===== config.mk =====
export PLATFORM = sky130hd
export DESIGN_NAME = prio_enc_scan_flat
export DESIGN_NICKNAME = d
export VERILOG_FILES = /design/src/rtl/prio_enc_scan_if.sv /design/src/rtl/prio_enc_scan.sv /design/src/flat_wrapper.sv
export SDC_FILE = /design/constraint.sdc
export NUM_CORES = 1
export LEC_CHECK = 0
export ABC_AREA = 1
export CAP_MARGIN = 20
export CORE_ASPECT_RATIO = 0.6
export CORE_MARGIN = 3
export CORE_UTILIZATION = 25
export DETAILED_ROUTE_END_ITERATION = 12
export SLEW_MARGIN = 10
export SYNTH_ARGS = -nofsm -noshare
export SYNTH_HDL_FRONTEND = slang
export SYNTH_SLANG_ARGS = --single-unit

===== constraint.sdc =====
create_clock -name clk -period 3.85 [get_ports clk]
set_clock_uncertainty 0.2 [all_clocks]
set_input_delay 1.155 -clock clk [delete_from_list [all_inputs] [get_ports clk]]
set_output_delay 1.155 -clock clk [all_outputs]
set_load 0.005 [all_outputs]

===== src/rtl/prio_enc_scan_if.sv =====
// Bundle of request, encoded-result and seven-segment display signals
// for the prio_enc_scan block. The master side drives requests and hold;
// the slave side (the encoder) drives the result and the display pins.
interface prio_enc_scan_if #(
   parameter int WIDTH = 16
);
   localparam int IDX_W = $clog2(WIDTH);

   logic [WIDTH-1:0] din;       // request lines
   logic             hold;      // freeze dout/valid
   logic [IDX_W-1:0] dout;      // encoded winning index
   logic             valid;     // at least one request was set
   logic [7:0]       segments;  // {dp,g,f,e,d,c,b,a}, active-low
   logic [3:0]       anodes;    // digit enables, active-low

   modport master (
      output din,
      output hold,
      input  dout,
      input  valid,
      input  segments,
      input  anodes
   );

   modport slave (
      input  din,
      input  hold,
      output dout,
      output valid,
      output segments,
      output anodes
   );
endinterface


===== src/rtl/prio_enc_scan.sv =====
// Registered priority encoder over WIDTH request lines with selectable
// priority direction and a hold mode. The winning index is also shown in
// hex on a 4-digit multiplexed seven-segment display (ptr 0 = rightmost).
// Every output comes straight from a flop; din and hold only reach the
// outputs through din_q and the dout/valid registers.
module prio_enc_scan #(
   parameter int WIDTH          = 16,
   parameter int SCAN_DIV       = 50000,
   parameter int LOW_PRIO_FIRST = 0
) (
   input logic           clk,
   input logic           rst_n,
   prio_enc_scan_if.slave bus
);
   localparam int IDX_W   = $clog2(WIDTH);
   localparam int PRESC_W = (SCAN_DIV > 1) ? $clog2(SCAN_DIV) : 1;

   localparam logic [PRESC_W-1:0] PRESC_LAST = PRESC_W'(SCAN_DIV - 1);
   localparam logic [6:0]         GLYPH_DASH  = 7'b0111111;
   localparam logic [6:0]         GLYPH_BLANK = 7'b1111111;

   // Hex digit to active-low gfedcba pattern.
   function automatic logic [6:0] hex_glyph(input logic [3:0] nib);
      case (nib)
         4'h0:    return 7'b1000000;
         4'h1:    return 7'b1111001;
         4'h2:    return 7'b0100100;
         4'h3:    return 7'b0110000;
         4'h4:    return 7'b0011001;
         4'h5:    return 7'b0010010;
         4'h6:    return 7'b0000010;
         4'h7:    return 7'b1111000;
         4'h8:    return 7'b0000000;
         4'h9:    return 7'b0010000;
         4'hA:    return 7'b0001000;
         4'hB:    return 7'b0000011;
         4'hC:    return 7'b1000110;
         4'hD:    return 7'b0100001;
         4'hE:    return 7'b0000110;
         4'hF:    return 7'b0001110;
         default: return 7'b1111111;
      endcase
   endfunction

   // Full segment byte (dp off) for digit position p given the index and valid.
   function automatic logic [7:0] digit_seg(input logic [1:0] p,
                                            input logic [7:0] idx,
                                            input logic       vld);
      logic [6:0] g;
      g = GLYPH_BLANK;
      if (!vld) begin
         g = GLYPH_DASH;
      end else begin
         case (p)
            2'd0:    g = hex_glyph(idx[3:0]);
            2'd1:    g = (IDX_W <= 4) ? GLYPH_BLANK : hex_glyph(idx[7:4]);
            default: g = GLYPH_BLANK;
         endcase
      end
      return {1'b1, g};
   endfunction

   logic [WIDTH-1:0]   din_q,      din_d;
   logic [IDX_W-1:0]   dout_q,     dout_d;
   logic               valid_q,    valid_d;
   logic [PRESC_W-1:0] presc_q,    presc_d;
   logic [1:0]         ptr_q,      ptr_d;
   logic [3:0]         anodes_q,   anodes_d;
   logic [7:0]         segments_q, segments_d;

   logic [IDX_W-1:0]   enc_idx_s;
   logic               enc_hit_s;

   // Priority encode the sampled requests; the last set bit visited wins.
   always_comb begin
      enc_idx_s = '0;
      enc_hit_s = 1'b0;
      if (LOW_PRIO_FIRST != 0) begin
         for (int i = WIDTH - 1; i >= 0; i--) begin
            enc_idx_s = din_q[i] ? IDX_W'(i) : enc_idx_s;
            enc_hit_s = enc_hit_s | din_q[i];
         end
      end else begin
         for (int i = 0; i < WIDTH; i++) begin
            enc_idx_s = din_q[i] ? IDX_W'(i) : enc_idx_s;
            enc_hit_s = enc_hit_s | din_q[i];
         end
      end
   end

   // Input sampling and result register with hold; din_q keeps sampling while held.
   always_comb begin
      din_d   = bus.din;
      dout_d  = dout_q;
      valid_d = valid_q;
      if (bus.hold) begin
         dout_d  = dout_q;
         valid_d = valid_q;
      end else begin
         dout_d  = enc_idx_s;
         valid_d = enc_hit_s;
      end
   end

   // Display scan: on prescaler wrap advance the digit and load anodes and segments together.
   always_comb begin
      presc_d    = presc_q + PRESC_W'(1);
      ptr_d      = ptr_q;
      anodes_d   = anodes_q;
      segments_d = segments_q;
      if (presc_q == PRESC_LAST) begin
         presc_d    = '0;
         ptr_d      = ptr_q + 2'd1;
         anodes_d   = ~(4'b0001 << ptr_d);
         segments_d = digit_seg(ptr_d, 8'(dout_q), valid_q);
      end else begin
         ptr_d      = ptr_q;
         anodes_d   = anodes_q;
         segments_d = segments_q;
      end
   end

   // State registers with asynchronous reset to digit 0, blank, no result.
   always_ff @(posedge clk or negedge rst_n) begin
      if (!rst_n) begin
         din_q      <= '0;
         dout_q     <= '0;
         valid_q    <= 1'b0;
         presc_q    <= '0;
         ptr_q      <= 2'd0;
         anodes_q   <= 4'b1110;
         segments_q <= 8'hFF;
      end else begin
         din_q      <= din_d;
         dout_q     <= dout_d;
         valid_q    <= valid_d;
         presc_q    <= presc_d;
         ptr_q      <= ptr_d;
         anodes_q   <= anodes_d;
         segments_q <= segments_d;
      end
   end

   assign bus.dout     = dout_q;
   assign bus.valid    = valid_q;
   assign bus.segments = segments_q;
   assign bus.anodes   = anodes_q;

endmodule

===== src/flat_wrapper.sv =====
// flat-port wrapper written by rule: the top's interface ports become plain ports
module prio_enc_scan_flat 
#(
   parameter int WIDTH          = 16,
   parameter int SCAN_DIV       = 50000,
   parameter int LOW_PRIO_FIRST = 0
)
  (clk, rst_n, bus_din, bus_hold, bus_dout, bus_valid, bus_segments, bus_anodes);
  prio_enc_scan_if #(.WIDTH(WIDTH)) bus_i ();
  input logic clk;
  input logic rst_n;
  input wire logic [$bits(bus_i.din)-1:0] bus_din;
  input wire logic [$bits(bus_i.hold)-1:0] bus_hold;
  output wire logic [$bits(bus_i.dout)-1:0] bus_dout;
  output wire logic [$bits(bus_i.valid)-1:0] bus_valid;
  output wire logic [$bits(bus_i.segments)-1:0] bus_segments;
  output wire logic [$bits(bus_i.anodes)-1:0] bus_anodes;
  assign bus_i.din = bus_din;
  assign bus_i.hold = bus_hold;
  assign bus_dout = bus_i.dout;
  assign bus_valid = bus_i.valid;
  assign bus_segments = bus_i.segments;
  assign bus_anodes = bus_i.anodes;
  prio_enc_scan #(.WIDTH(WIDTH), .SCAN_DIV(SCAN_DIV), .LOW_PRIO_FIRST(LOW_PRIO_FIRST)) u_core (.clk(clk), .rst_n(rst_n), .bus(bus_i));
endmodule

Yosys cells after proc, flatten, opt, wreduce, memory -nomap -nowiden
Memory sizes are Yosys's and may differ from the RTL's.
Index checks and enable logic that the tools add are counted.

word-level totals
  memories = 1
  register bits = 50
  output and inout port bits = 17
  ROM bits = 112
  bits of input ports = 19
  logic and storage cells = 47

memory list
  memory           words  bits a word  rd ports  clocked after Yosys merged registers in  write ports  RTL line             source
  (no name shown)  16     7            1         0                                        0            prio_enc_scan.sv:24  case (nib)

operators by class
  shift operators = 1
  mux-type cells = 18
  eq/ne operators = 1
  $add $sub $neg = 2
  bitwise operators = 16
  reductions and logical operators = 1

operator list
  cell                   count
  $mux 4                 14
  $add 16x1->16 const B  1
  $eq 16x16->1 const B   1
  $mux 16                1
  $or 1x1->1             15
  $mux 7                 2
  $not 4->4              1
  $shl 1x2->4 const A    1
  $add 2x1->2 const B    1
  $logic_not 2->1        1
  $mux 1                 1

Longest topological paths before layout
  word-level depth = 15
  gate-level depth with buffers = 15
  gate-level depth less buffers = 15

Worst setup path before layout
OpenSTA, ideal clock, no wires.

  kind = input to register
  from = input port bus_hold
  to = register u_core.valid_q, in the netlist u_core.bus.valid
  buffers on the path = 0
  setup slack = 1.886 ns
  arrival time = 1.636 ns
  setup time = 0.128 ns
  data required time = 3.522 ns
  stages = 4
  cell sequence = nor2_1 > and3_1 > and2_1 > a21oi_1

RTL lines
  what                  RTL line              source
  from (decl)           flat_wrapper.sv:13    input wire logic [$bits(bus_i.hold)-1:0] bus_hold;
  to (signal assigned)  prio_enc_scan.sv:136  valid_q <= valid_d;
  to (decl)             prio_enc_scan.sv:65   logic valid_q, valid_d;

Worst setup path after layout
  from = register u_core.dout_q[2], in the netlist u_core.bus.dout[2]
  to = output port bus_dout[2]

RTL lines
  what                    RTL line              source
  from (decl)             prio_enc_scan.sv:64   logic [IDX_W-1:0] dout_q, dout_d;
  from (signal assigned)  prio_enc_scan.sv:135  dout_q <= dout_d;
  to (decl)               flat_wrapper.sv:14    output wire logic [$bits(bus_i.dout)-1:0] bus_dout;

No word-level cell between the ends.

==> results by group <==
Clocking
  – Clock root cell: clkbuf_16
  – Post-cts resize count: 0
  – CTS sink count: 50
  – CTS tree: yes
  – Skew-Pair Late Insertion Delay: 290 ps
  – Htree depth: 2
  – Num CTS Buffers: 5
  – CTS max path bufs: 2
  – Hold_buf cts: 0
  – Clock transition at path regs: 70 ps
  – Post-CTS Setup Inserts: 0

Floorplan
  – DIE WIDTH: 131.5 um
  – Die area: 10700 um2
  – Core area: 8848 um2
  – Starting density of the core: 26.71%
  – Floorplan row count: 26
  – Num ports: 36
  – DIE HEIGHT: 81.32 um

Synth
  – Syn avg cell area: 9.197 um2
  – Post-synth cell types: 37
  – Seq/Total Area, Yosys: 53.47%
  – Synthesized Nets: 287
  – #FFs+latches synth: 50
  – Syn Inst Count: 257
  – Mapped cell area: 2364 um2
  – EDFF count, synth: 0
  – Main synth FF type: dfrtp_1
  – Ys Warns: 0
  – Async set or reset register ratio after synthesis: 100.0%

Setup path
  – Crit path from: u_core.bus.dout[2]
  – Critical path peak fanout: 12
  – Crit start category: flip-flop
  – Crit path capture type: output port
  – Worst R2R Start: u_core.presc_q[0]
  – R2R setup slack: 1810 ps
  – Levels on crit path: 1
  – Worst-path cell chain: clkdlybuf4s50_1
  – Setup Crit Path Kind: reg2out
  – Crit-path leading delay family: buffers and inverters
  – CP max stage cell: clkdlybuf4s50_1
  – R2R depth: 8
  – CP Capture Point: bus_dout[2]
  – CP bufs+invs: 1
  – CP max stage delay: 580 ps
  – Critical Path RT: 2490 ps
  – Worst EP arrival: 1420 ps
  – Reg2Reg Capture Point: u_core.ptr_q[1]

STA
  – RSZ-0062 raised after global routing: false
  – Final hold slack: 276.6 ps
  – Max-slew headroom: 65.91%
  – Final slew viol count: 0
  – Minimum clock period: 2776 ps
  – Least-Margin Pin Slew: 510.2 ps
  – F_max: 360.2 MHz
  – Final Hold Fails: 0
  – Period utilization: 72.11%
  – Final setup TNS: 0 ps
  – # setup viols final: 0

GRT
  – Total gr overflow: 0
  – Via count of the first global-routing pass: 1659
  – First-pass GRT wire length: 8349 um
  – Largest net degree at the start of global routing: 24
  – Initial antenna violation count: 0
  – Total GRT Usage: 9.944%

Detailed routing
  – WL per Instance: 11.70 um
  – WL met2: 2033 um
  – Highest routed layer: met4
  – WL final: 4962 um
  – Routed wl met3: 233 um
  – Met1 wire length: 2619 um
  – Router iterations before antenna repair: 4
  – Final ANT Viol Nets: 0
  – Via Count: 1757
  – Via-per-instance ratio: 4.144
  – DRT iter0 DRCs: 99
  – Drt drc: 0

Pwr
  – VDD IR-drop max: 0.1477 mV
  – Leak Pwr: 1.330 nW
  – Pwr per Cell Area: 368.9 nW/um2
  – Tot Pwr: 1.116 mW

Place
  – IO Port Bufs: 34
  – Dpl hpwl: 3806 um
  – Post-DP Area: 2856 um2
  – Final GP Congestion: 0.7836

Hold path
  – Worst hold stages: 1
  – Worst hold-check path type: reg2reg

Finish
  – Fin area: 3025 um2
  – Antenna cells: 0
  – Proportion of layout cells with a drive suffix above 1: 11.74%
  – Nets: 327
  – Synth-to-layout area growth: 28.00%
  – Post-Route Utilization: 34.19%

Run status
  – Outcome: completed

Job
  – Max Cap Viol: 0
[layout by cell type, fill, tap and decap left out, drive strengths merged, types with 2 or more instances in the layout]
| master | Yosys | layout |
|---|---|---|
| nand2 | 46 | 46 |
| inv | 40 | 41 |
| dfrtp | 40 | 40 |
| clkdlybuf4s50 | 0 | 33 |
| nor2 | 29 | 29 |
| o21ai | 17 | 17 |
| a21oi | 14 | 14 |
| nand3 | 12 | 12 |
| ha | 11 | 11 |
| dfstp | 10 | 10 |
| clkbuf | 2 | 5 |
| nor3 | 5 | 5 |
| xor2 | 4 | 4 |
| nand4 | 3 | 3 |
| nor4 | 3 | 3 |
| o211ai | 3 | 3 |
| clkinv | 2 | 3 |
| buf | 1 | 3 |
| o31ai | 2 | 2 |
| a41oi | 2 | 2 |
| a31oi | 2 | 2 |
[worst reg2reg max path, stage by stage (launching register included)]
cell and delay [ps]:
dfrtp_1 380, ha_1 220, nand2_2 80, nor2_4 150, inv_1 80, nor2_1 100
nand2_1 320, inv_1 290, o21ai_0 100
[state kept, by name, indices dropped and copies added (netlist names)]
name,flops
u_core.bus.segments,7
u_core.bus.dout,4
u_core.bus.valid,1
u_core.din_q,16
u_core.presc_q,16
u_core.ptr_q,2
u_core.bus.anodes,4
[cell usage after synthesis, types with 2 or more instances]
library cell / n / area, um2
nand2_1: 43 / 161.4
dfrtp_1: 40 / 1001
inv_1: 39 / 146.4
nor2_1: 22 / 82.58
o21ai_0: 15 / 75.07
a21oi_1: 14 / 70.07
ha_1: 11 / 137.6
dfstp_2: 10 / 262.8
nand3_1: 10 / 50.05
nor2_4: 4 / 45.04
nor3_1: 4 / 20.02
xor2_1: 4 / 35.03
nand4_1: 3 / 18.77
nor2_2: 3 / 18.77
nor4_1: 3 / 18.77
o211ai_1: 3 / 22.52
a31oi_1: 2 / 12.51
a41oi_1: 2 / 17.52
clkbuf_1: 2 / 7.510
clkinv_1: 2 / 7.510
nand2_2: 2 / 12.51
nand3_2: 2 / 20.02
o21ai_1: 2 / 10.01
o31ai_1: 2 / 15.01
[kinds of logic (layout without fill, tap and decap cells)]
family | count (synthesis) | in the layout | synth area share [%]
buffers and inverters | 45 | 86 | 7.306
xor gates and xnor gates | 4 | 4 | 1.482
AOI/OAI and AO/OA | 45 | 45 | 11.06
other | 1 | 1 | 0.1587
adders and majority gates | 11 | 11 | 5.823
DFF | 50 | 50 | 53.47
and+or+nand+nor | 101 | 101 | 20.70
[where the power goes]
group,switching (mW),internal [mW]
logic,0.0352,0.0317
registers,0.00856,0.536
clock network,0.197,0.308
[worst min path at each step]
stage,startpoint,to,slack [ps]
2_1_floorplan,u_core.presc_q[0],u_core.presc_q[0],230
4_1_cts,u_core.presc_q[0],u_core.presc_q[0],280
3_5_place_dp,u_core.presc_q[0],u_core.presc_q[0],260
5_1_grt,u_core.presc_q[0],u_core.presc_q[0],290
3_3_place_gp,u_core.presc_q[0],u_core.presc_q[0],250
6_report,u_core.presc_q[0],u_core.presc_q[0],280
[routing by layer]
metal | track usage, % | vias to the layer above
met1 | 14.32 | 804
met3 | 2.970 | 7
met2 | 13.98 | 44
li1 | - | 902
met5 | 0 | -
met4 | 3.669 | 0
[cell type report]
class | count | area (um2)
Fill cell | 907 | 5823
Sequential cell | 50 | 1264
Multi-Input combinational cell | 162 | 927.1
Timing Repair Buffer | 36 | 350.3
Inverter | 42 | 157.7
Tap cell | 126 | 157.7
Clock buffer | 5 | 125.1
Clock inverter | 3 | 43.79
[per-stage QoR]
step / std cells / worst slack (ps)
global placement: 416 / 1325
finish: 424 / 1074
global route: 424 / 1015
CTS: 424 / 1065
detailed placement: 416 / 1292
floorplan: 257 / 1886
Note: power is estimated with default switching activity, not from simulation.
